### src/rtl/ps2_key_sequencer_if.sv
// Scan-byte, lookup and FIFO-read signals of the PS/2 key sequencer.
// The sequencer takes the slave side; the receiver, lookup ROM and consumer take the master side.
interface ps2_key_sequencer_if #(
    parameter int ADDR_W = 3
);
    logic              scan_valid;
    logic [7:0]        scan_code;
    logic [7:0]        lookup_code;
    logic [7:0]        lookup_ascii;
    logic              rd_en;
    logic [7:0]        rd_data;
    logic              empty;
    logic              full;
    logic [ADDR_W:0]   count;
    logic              overflow;
    logic              clr_err;

    modport master (
        output scan_valid, scan_code, lookup_ascii, rd_en, clr_err,
        input  lookup_code, rd_data, empty, full, count, overflow
    );

    modport slave (
        input  scan_valid, scan_code, lookup_ascii, rd_en, clr_err,
        output lookup_code, rd_data, empty, full, count, overflow
    );
endinterface

### src/rtl/ps2_key_sequencer.sv
// Parses PS/2 make/break/extended bytes, drives the ASCII lookup, suppresses
// typematic repeats and queues the resulting characters in a show-ahead FIFO.
module ps2_key_sequencer #(
    parameter int DEPTH     = 8,
    parameter int ADDR_W    = 3,
    parameter int REPEAT_EN = 0
) (
    input  logic                 clock,
    input  logic                 reset,
    ps2_key_sequencer_if.slave   bus
);
    localparam logic [2:0] IDLE    = 3'd0;
    localparam logic [2:0] BRK     = 3'd1;
    localparam logic [2:0] EXT     = 3'd2;
    localparam logic [2:0] EXT_BRK = 3'd3;
    localparam logic [2:0] LOOKUP  = 3'd4;

    localparam logic [ADDR_W:0] FULL_COUNT = (ADDR_W + 1)'(DEPTH);

    logic [2:0]        state;
    logic [7:0]        lookup_code_q;
    logic [7:0]        held;
    logic              held_valid;
    logic [7:0]        mem [DEPTH];
    logic [ADDR_W-1:0] wr_ptr;
    logic [ADDR_W-1:0] rd_ptr;
    logic [ADDR_W:0]   count_q;
    logic              overflow_q;

    logic is_empty, is_full, suppress, enq_req, do_push, do_pop, drop, late_byte;

    assign is_empty  = (count_q == '0);
    assign is_full   = (count_q == FULL_COUNT);
    assign suppress  = (REPEAT_EN == 0) && held_valid && (lookup_code_q == held);
    assign enq_req   = (state == LOOKUP) && (bus.lookup_ascii != 8'h00) && !suppress;
    // A pop on an empty FIFO is ignored, which also makes push-on-empty win over rd_en.
    assign do_pop    = bus.rd_en && !is_empty;
    assign do_push   = enq_req && (!is_full || do_pop);
    assign drop      = enq_req && is_full && !do_pop;
    assign late_byte = (state == LOOKUP) && bus.scan_valid;

    // NOTE: sequential state uses non-blocking assignments so every register samples pre-edge values.
    always_ff @(posedge clock) begin
        if (reset) begin
            state         <= IDLE;
            lookup_code_q <= 8'h00;
            held          <= 8'h00;
            held_valid    <= 1'b0;
        end else begin
            case (state)
                IDLE: if (bus.scan_valid) begin
                    if (bus.scan_code == 8'hF0)      state <= BRK;
                    else if (bus.scan_code == 8'hE0) state <= EXT;
                    else begin
                        lookup_code_q <= bus.scan_code;
                        state         <= LOOKUP;
                    end
                end
                BRK: if (bus.scan_valid) begin
                    if (bus.scan_code == held) held_valid <= 1'b0;
                    state <= IDLE;
                end
                EXT: if (bus.scan_valid) begin
                    state <= (bus.scan_code == 8'hF0) ? EXT_BRK : IDLE;
                end
                EXT_BRK: if (bus.scan_valid) state <= IDLE;
                LOOKUP: begin
                    state <= IDLE;
                    if (bus.lookup_ascii != 8'h00) begin
                        held       <= lookup_code_q;
                        held_valid <= 1'b1;
                    end
                end
                default: state <= IDLE;
            endcase
        end
    end

    always_ff @(posedge clock) begin
        if (reset) begin
            wr_ptr     <= '0;
            rd_ptr     <= '0;
            count_q    <= '0;
            overflow_q <= 1'b0;
        end else begin
            if (do_push) wr_ptr <= wr_ptr + 1'b1;
            if (do_pop)  rd_ptr <= rd_ptr + 1'b1;
            if (do_push && !do_pop)      count_q <= count_q + 1'b1;
            else if (do_pop && !do_push) count_q <= count_q - 1'b1;
            if (drop || late_byte) overflow_q <= 1'b1;
            else if (bus.clr_err)  overflow_q <= 1'b0;
        end
    end

    // NOTE: storage is not reset; resetting the pointers and count already makes old entries unreachable.
    always_ff @(posedge clock) begin
        if (do_push) mem[wr_ptr] <= bus.lookup_ascii;
    end

    assign bus.lookup_code = lookup_code_q;
    assign bus.rd_data     = is_empty ? 8'h00 : mem[rd_ptr];
    assign bus.empty       = is_empty;
    assign bus.full        = is_full;
    assign bus.count       = count_q;
    assign bus.overflow    = overflow_q;
endmodule

### src/flat_wrapper.sv
// flat-port wrapper written by rule: the top's interface ports become plain ports
module ps2_key_sequencer_flat 
#(
    parameter int DEPTH     = 8,
    parameter int ADDR_W    = 3,
    parameter int REPEAT_EN = 0
)
  (clock, reset, bus_scan_valid, bus_scan_code, bus_lookup_ascii, bus_rd_en, bus_clr_err, bus_lookup_code, bus_rd_data, bus_empty, bus_full, bus_count, bus_overflow);
  ps2_key_sequencer_if #(.ADDR_W(ADDR_W)) bus_i ();
  input  logic clock;
  input  logic reset;
  input wire logic [$bits(bus_i.scan_valid)-1:0] bus_scan_valid;
  input wire logic [$bits(bus_i.scan_code)-1:0] bus_scan_code;
  input wire logic [$bits(bus_i.lookup_ascii)-1:0] bus_lookup_ascii;
  input wire logic [$bits(bus_i.rd_en)-1:0] bus_rd_en;
  input wire logic [$bits(bus_i.clr_err)-1:0] bus_clr_err;
  output wire logic [$bits(bus_i.lookup_code)-1:0] bus_lookup_code;
  output wire logic [$bits(bus_i.rd_data)-1:0] bus_rd_data;
  output wire logic [$bits(bus_i.empty)-1:0] bus_empty;
  output wire logic [$bits(bus_i.full)-1:0] bus_full;
  output wire logic [$bits(bus_i.count)-1:0] bus_count;
  output wire logic [$bits(bus_i.overflow)-1:0] bus_overflow;
  assign bus_i.scan_valid = bus_scan_valid;
  assign bus_i.scan_code = bus_scan_code;
  assign bus_i.lookup_ascii = bus_lookup_ascii;
  assign bus_i.rd_en = bus_rd_en;
  assign bus_i.clr_err = bus_clr_err;
  assign bus_lookup_code = bus_i.lookup_code;
  assign bus_rd_data = bus_i.rd_data;
  assign bus_empty = bus_i.empty;
  assign bus_full = bus_i.full;
  assign bus_count = bus_i.count;
  assign bus_overflow = bus_i.overflow;
  ps2_key_sequencer #(.DEPTH(DEPTH), .ADDR_W(ADDR_W), .REPEAT_EN(REPEAT_EN)) u_core (.clock(clock), .reset(reset), .bus(bus_i));
endmodule
### config.mk
export PLATFORM = sky130hd
export DESIGN_NAME = ps2_key_sequencer_flat
export DESIGN_NICKNAME = d
export VERILOG_FILES = /design/src/rtl/ps2_key_sequencer_if.sv /design/src/rtl/ps2_key_sequencer.sv /design/src/flat_wrapper.sv
export SDC_FILE = /design/constraint.sdc
export NUM_CORES = 1
export LEC_CHECK = 0
export CORE_MARGIN = 2
export CORE_UTILIZATION = 45
export DETAILED_ROUTE_END_ITERATION = 8
export PLACE_DENSITY = 0.64
export SLEW_MARGIN = 40
export SYNTH_ARGS = -nofsm -noshare
export SYNTH_HDL_FRONTEND = slang
export SYNTH_SLANG_ARGS = --single-unit
export TNS_END_PERCENT = 1
### constraint.sdc
create_clock -name clock -period 5.2 [get_ports clock]
set_input_delay 0.52 -clock clock [delete_from_list [all_inputs] [get_ports clock]]
set_output_delay 0.52 -clock clock [all_outputs]
set_load 0.01 [all_outputs]
==> impl_metrics.py <==
metrics = {
    "logic_synthesis": {
        "synth_nets": 312,
        "synth_area_per_cell_um2": 14.6,
        "synth.most_common_cell": "edfxtp_1",
        "yosysTopAreaCellShare_pct": 46.2,
        "netlist_instances": 285,
        "ys.flop_type": "edfxtp_1",
        "synth_area_leaders": "edfxtp_1 46%, dfxtp_1 16%, mux4_2 8.7%",
        "ys_types": 45,
        "ys_seq_elements": 98,
        "synth_area_um2": 4160,
        "synth_top_cells_by_count": "64 x edfxtp_1, 41 x nor2_1, 34 x dfxtp_1",
        "synth_top_area_cell": "edfxtp_1",
        "synth-edff-count": 64,
        "yosysWarnings": 0,
        "seq_area_frac_synth_pct": 62.6,
        "async_reset_ff_share_pct": 0,
    },
    "hold_path": {
        "min_from": "u_core.state[2]$_SDFFE_PP0P_",
        "hold_class": "reg2reg",
        "hold_end": "u_core.state[0]$_SDFFE_PP0P_",
        "min_path_cells": 1,
    },
    "timing": {
        "worst_slew_pin_slew_ps": 783,
        "period_share_pct": 70.8,
        "slew_viol_final": 0,
        "finalSetupViolations": 0,
        "fin_worst_skew_ps": 7.45,
        "fin_setup_tns_ps": 0,
        "clock.fmax_mhz": 272,
        "worst_hold_slack_ps": 491,
        "rsz0062_at_grt": "no",
        "worst_slack_ps": 1520,
        "final.min_clock_period_ps": 3680,
        "slew_headroom_pct": 47.7,
        "hold_viol": 0,
    },
    "critical_path": {
        "crit_path_end_kind": "register",
        "crit_top_cell": "ha_1",
        "crit_fanout": 11,
        "crit_path_cell_trace": "clkdlybuf4s50_1, nor4_1, a211oi_4, nand2_2, nor2_4, ha_1, inv_1, ha_1, a21o_1, a21oi_2, xnor2_1, or3_1, a21oi_1",
        "rr_endpoint": "u_core.bus.count[3]$_SDFFE_PP0P_",
        "arrival_ps": 3970,
        "critical_path.max_stage_delay_ps": 710,
        "critPathLaunchType": "primary input",
        "reg2reg_depth": 12,
        "rr_startpoint": "u_core.state[1]$_SDFFE_PP0P_",
        "crit_slowest_cell": "a211oi_4",
        "cp.required_ps": 5490,
        "r2r_slack_ps": 1990,
        "worst-path-buf-inv": 2,
        "crit_type": "in2reg",
        "critPathTopFamily": "compound AO/OA/AOI/OAI gates",
    },
    "cells_and_area": {
        "final_core_util_pct": 53.8,
        "area_delta_synth_final_pct": 17.8,
        "layout-drive-gt1-share_pct": 13.7,
        "num_antenna_cells": 0,
        "nNetsFinal": 357,
    },
    "detailed_routing": {
        "wl_per_cell_um": 17.1,
        "postRouteAntennaNets": 0,
        "drc_errors": 0,
        "vias": 2352,
        "vias_per_cell": 5.27,
        "dr.pass1.iters": 4,
        "wl_mm": 7.62,
        "initialDrtViolationCount": 76,
    },
    "grt": {
        "grt_usage_pct": 15.5,
        "first_global_vias": 2286,
        "grt_overflow": 0,
        "grt_pass1_wl_mm": 11.7,
        "grt_max_degree": 36,
        "antenna_found_initial": 0,
    },
    "die": {
        "io_pins": 44,
        "core_area_um2": 9110,
        "die_x_um": 100,
        "initial_core_util_pct": 45.7,
        "die-height_um": 100,
        "dieArea_um2": 10000,
        "rows": 35,
    },
    "run": {
        "drv_cap": 0,
    },
    "pwr": {
        "power.leakage_nw": 1.62,
        "p_per_area_nw_per_um2": 368,
        "ir_worst_vdd_v": 0.000145,
    },
    "clock_network": {
        "h-tree-depth": 3,
        "clk_latency_ps": 350,
        "clock_sinks": 98,
        "cts_tree": "yes",
        "cts_made_buffers": 9,
        "hold_buffers": 0,
        "clock_path_buffers": 2,
        "path_clk_slew_ps": 100,
        "cts_setup_buffers": 0,
        "cts-resized-gates": 0,
        "root_buffer": "clkbuf_8",
    },
    "placement": {
        "portBuffers": 43,
        "dp_hpwl_mm": 5.05,
        "place_ws_ps": 1170,
        "gp_congestion": 0.759,
    },
    "run_status": {
        "outcome": "completed",
    },
}
[final cells by class]
class,count,area (um2)
Fill cell,791,4210
Sequential cell,98,2600
Multi-Input combinational cell,170,1510
Timing Repair Buffer,47,460
Tap cell,111,139
Clock buffer,10,128
Clock inverter,6,50.0
Inverter,4,15.0
[placed cells by master (no fill, tap or decap), types with 5 or more instances in the layout]
master,n
clkbuf_8,9
clkdlybuf4s50_1,43
dfxtp_1,34
edfxtp_1,64
ha_1,5
mux2i_1,26
mux4_2,16
nand2b_1,6
nor2_1,41
nor2b_1,5
xnor2_1,18
[sequential cells by signal (all words and copies together), names as in the netlist, named ones only]
register and flops:
u_core.bus.lookup_code 8, u_core.bus.count 4, u_core.held_valid 1, u_core.state 3, u_core.wr_ptr 3, u_core.mem 64
u_core.bus.overflow 1, u_core.rd_ptr 3, u_core.held 8
[through the flow]
stage               cells  area (um2)  total power [mW]
finish                446        4900              1.80
global route          446        4900              1.89
CTS                   446        4900              1.83
detailed placement    430        4720              1.38
global placement      430        4700              1.37
floorplan             285        4160              1.19
[kinds of logic (layout without fill, tap and decap cells)]
logic type	Yosys count	in the layout	share of synthesized area, %
buffers and inverters	17	67	1.98
AND/OR/NAND/NOR	87	87	11.4
flip-flops	98	98	62.6
multiplexers	44	44	15.6
AO/OA/AOI/OAI	12	12	2.02
adder cells (fa/ha/maj)	6	6	1.98
XOR/XNOR	21	21	4.42
[worst max path at each step]
stage | start | end | slack (ps) | depth (start not counted)
5_1_grt | bus_lookup_ascii[1] | u_core.bus.count[3]$_SDFFE_PP0P_ | 1300 | 13
6_report | bus_lookup_ascii[1] | u_core.bus.count[3]$_SDFFE_PP0P_ | 1520 | 13
4_1_cts | bus_lookup_ascii[7] | u_core.bus.count[3]$_SDFFE_PP0P_ | 1530 | 13
3_5_place_dp | bus_lookup_ascii[7] | u_core.bus.count[3]$_SDFFE_PP0P_ | 1170 | 13
3_3_place_gp | bus_lookup_ascii[1] | u_core.bus.count[3]$_SDFFE_PP0P_ | 990 | 13
2_1_floorplan | bus_lookup_ascii[1] | u_core.bus.count[3]$_SDFFE_PP0P_ | 2640 | 12
[where the power goes]
part / switching [mW] / total (mW) / internal, mW
clock: 0.269 / 0.451 / 0.181
sequential: 0.0467 / 0.907 / 0.861
combinational: 0.194 / 0.444 / 0.250
total: 0.511 / 1.80 / 1.29
[layer usage]
| metal | vias to the layer above | wire length [um] | track usage (%) | share of wire, % |
|---|---|---|---|---|
| met4 | 0 | 92 | 5.37 | 1.2 |
| met1 | 1156 | 3460 | 20.3 | 45 |
| met3 | 8 | 247 | 2.79 | 3.2 |
| li1 | 1144 | - | - | - |
| met2 | 44 | 3820 | 26.2 | 50 |
| met5 | - | 0 | 0 | 0 |
(Power assumes the default switching activity.)
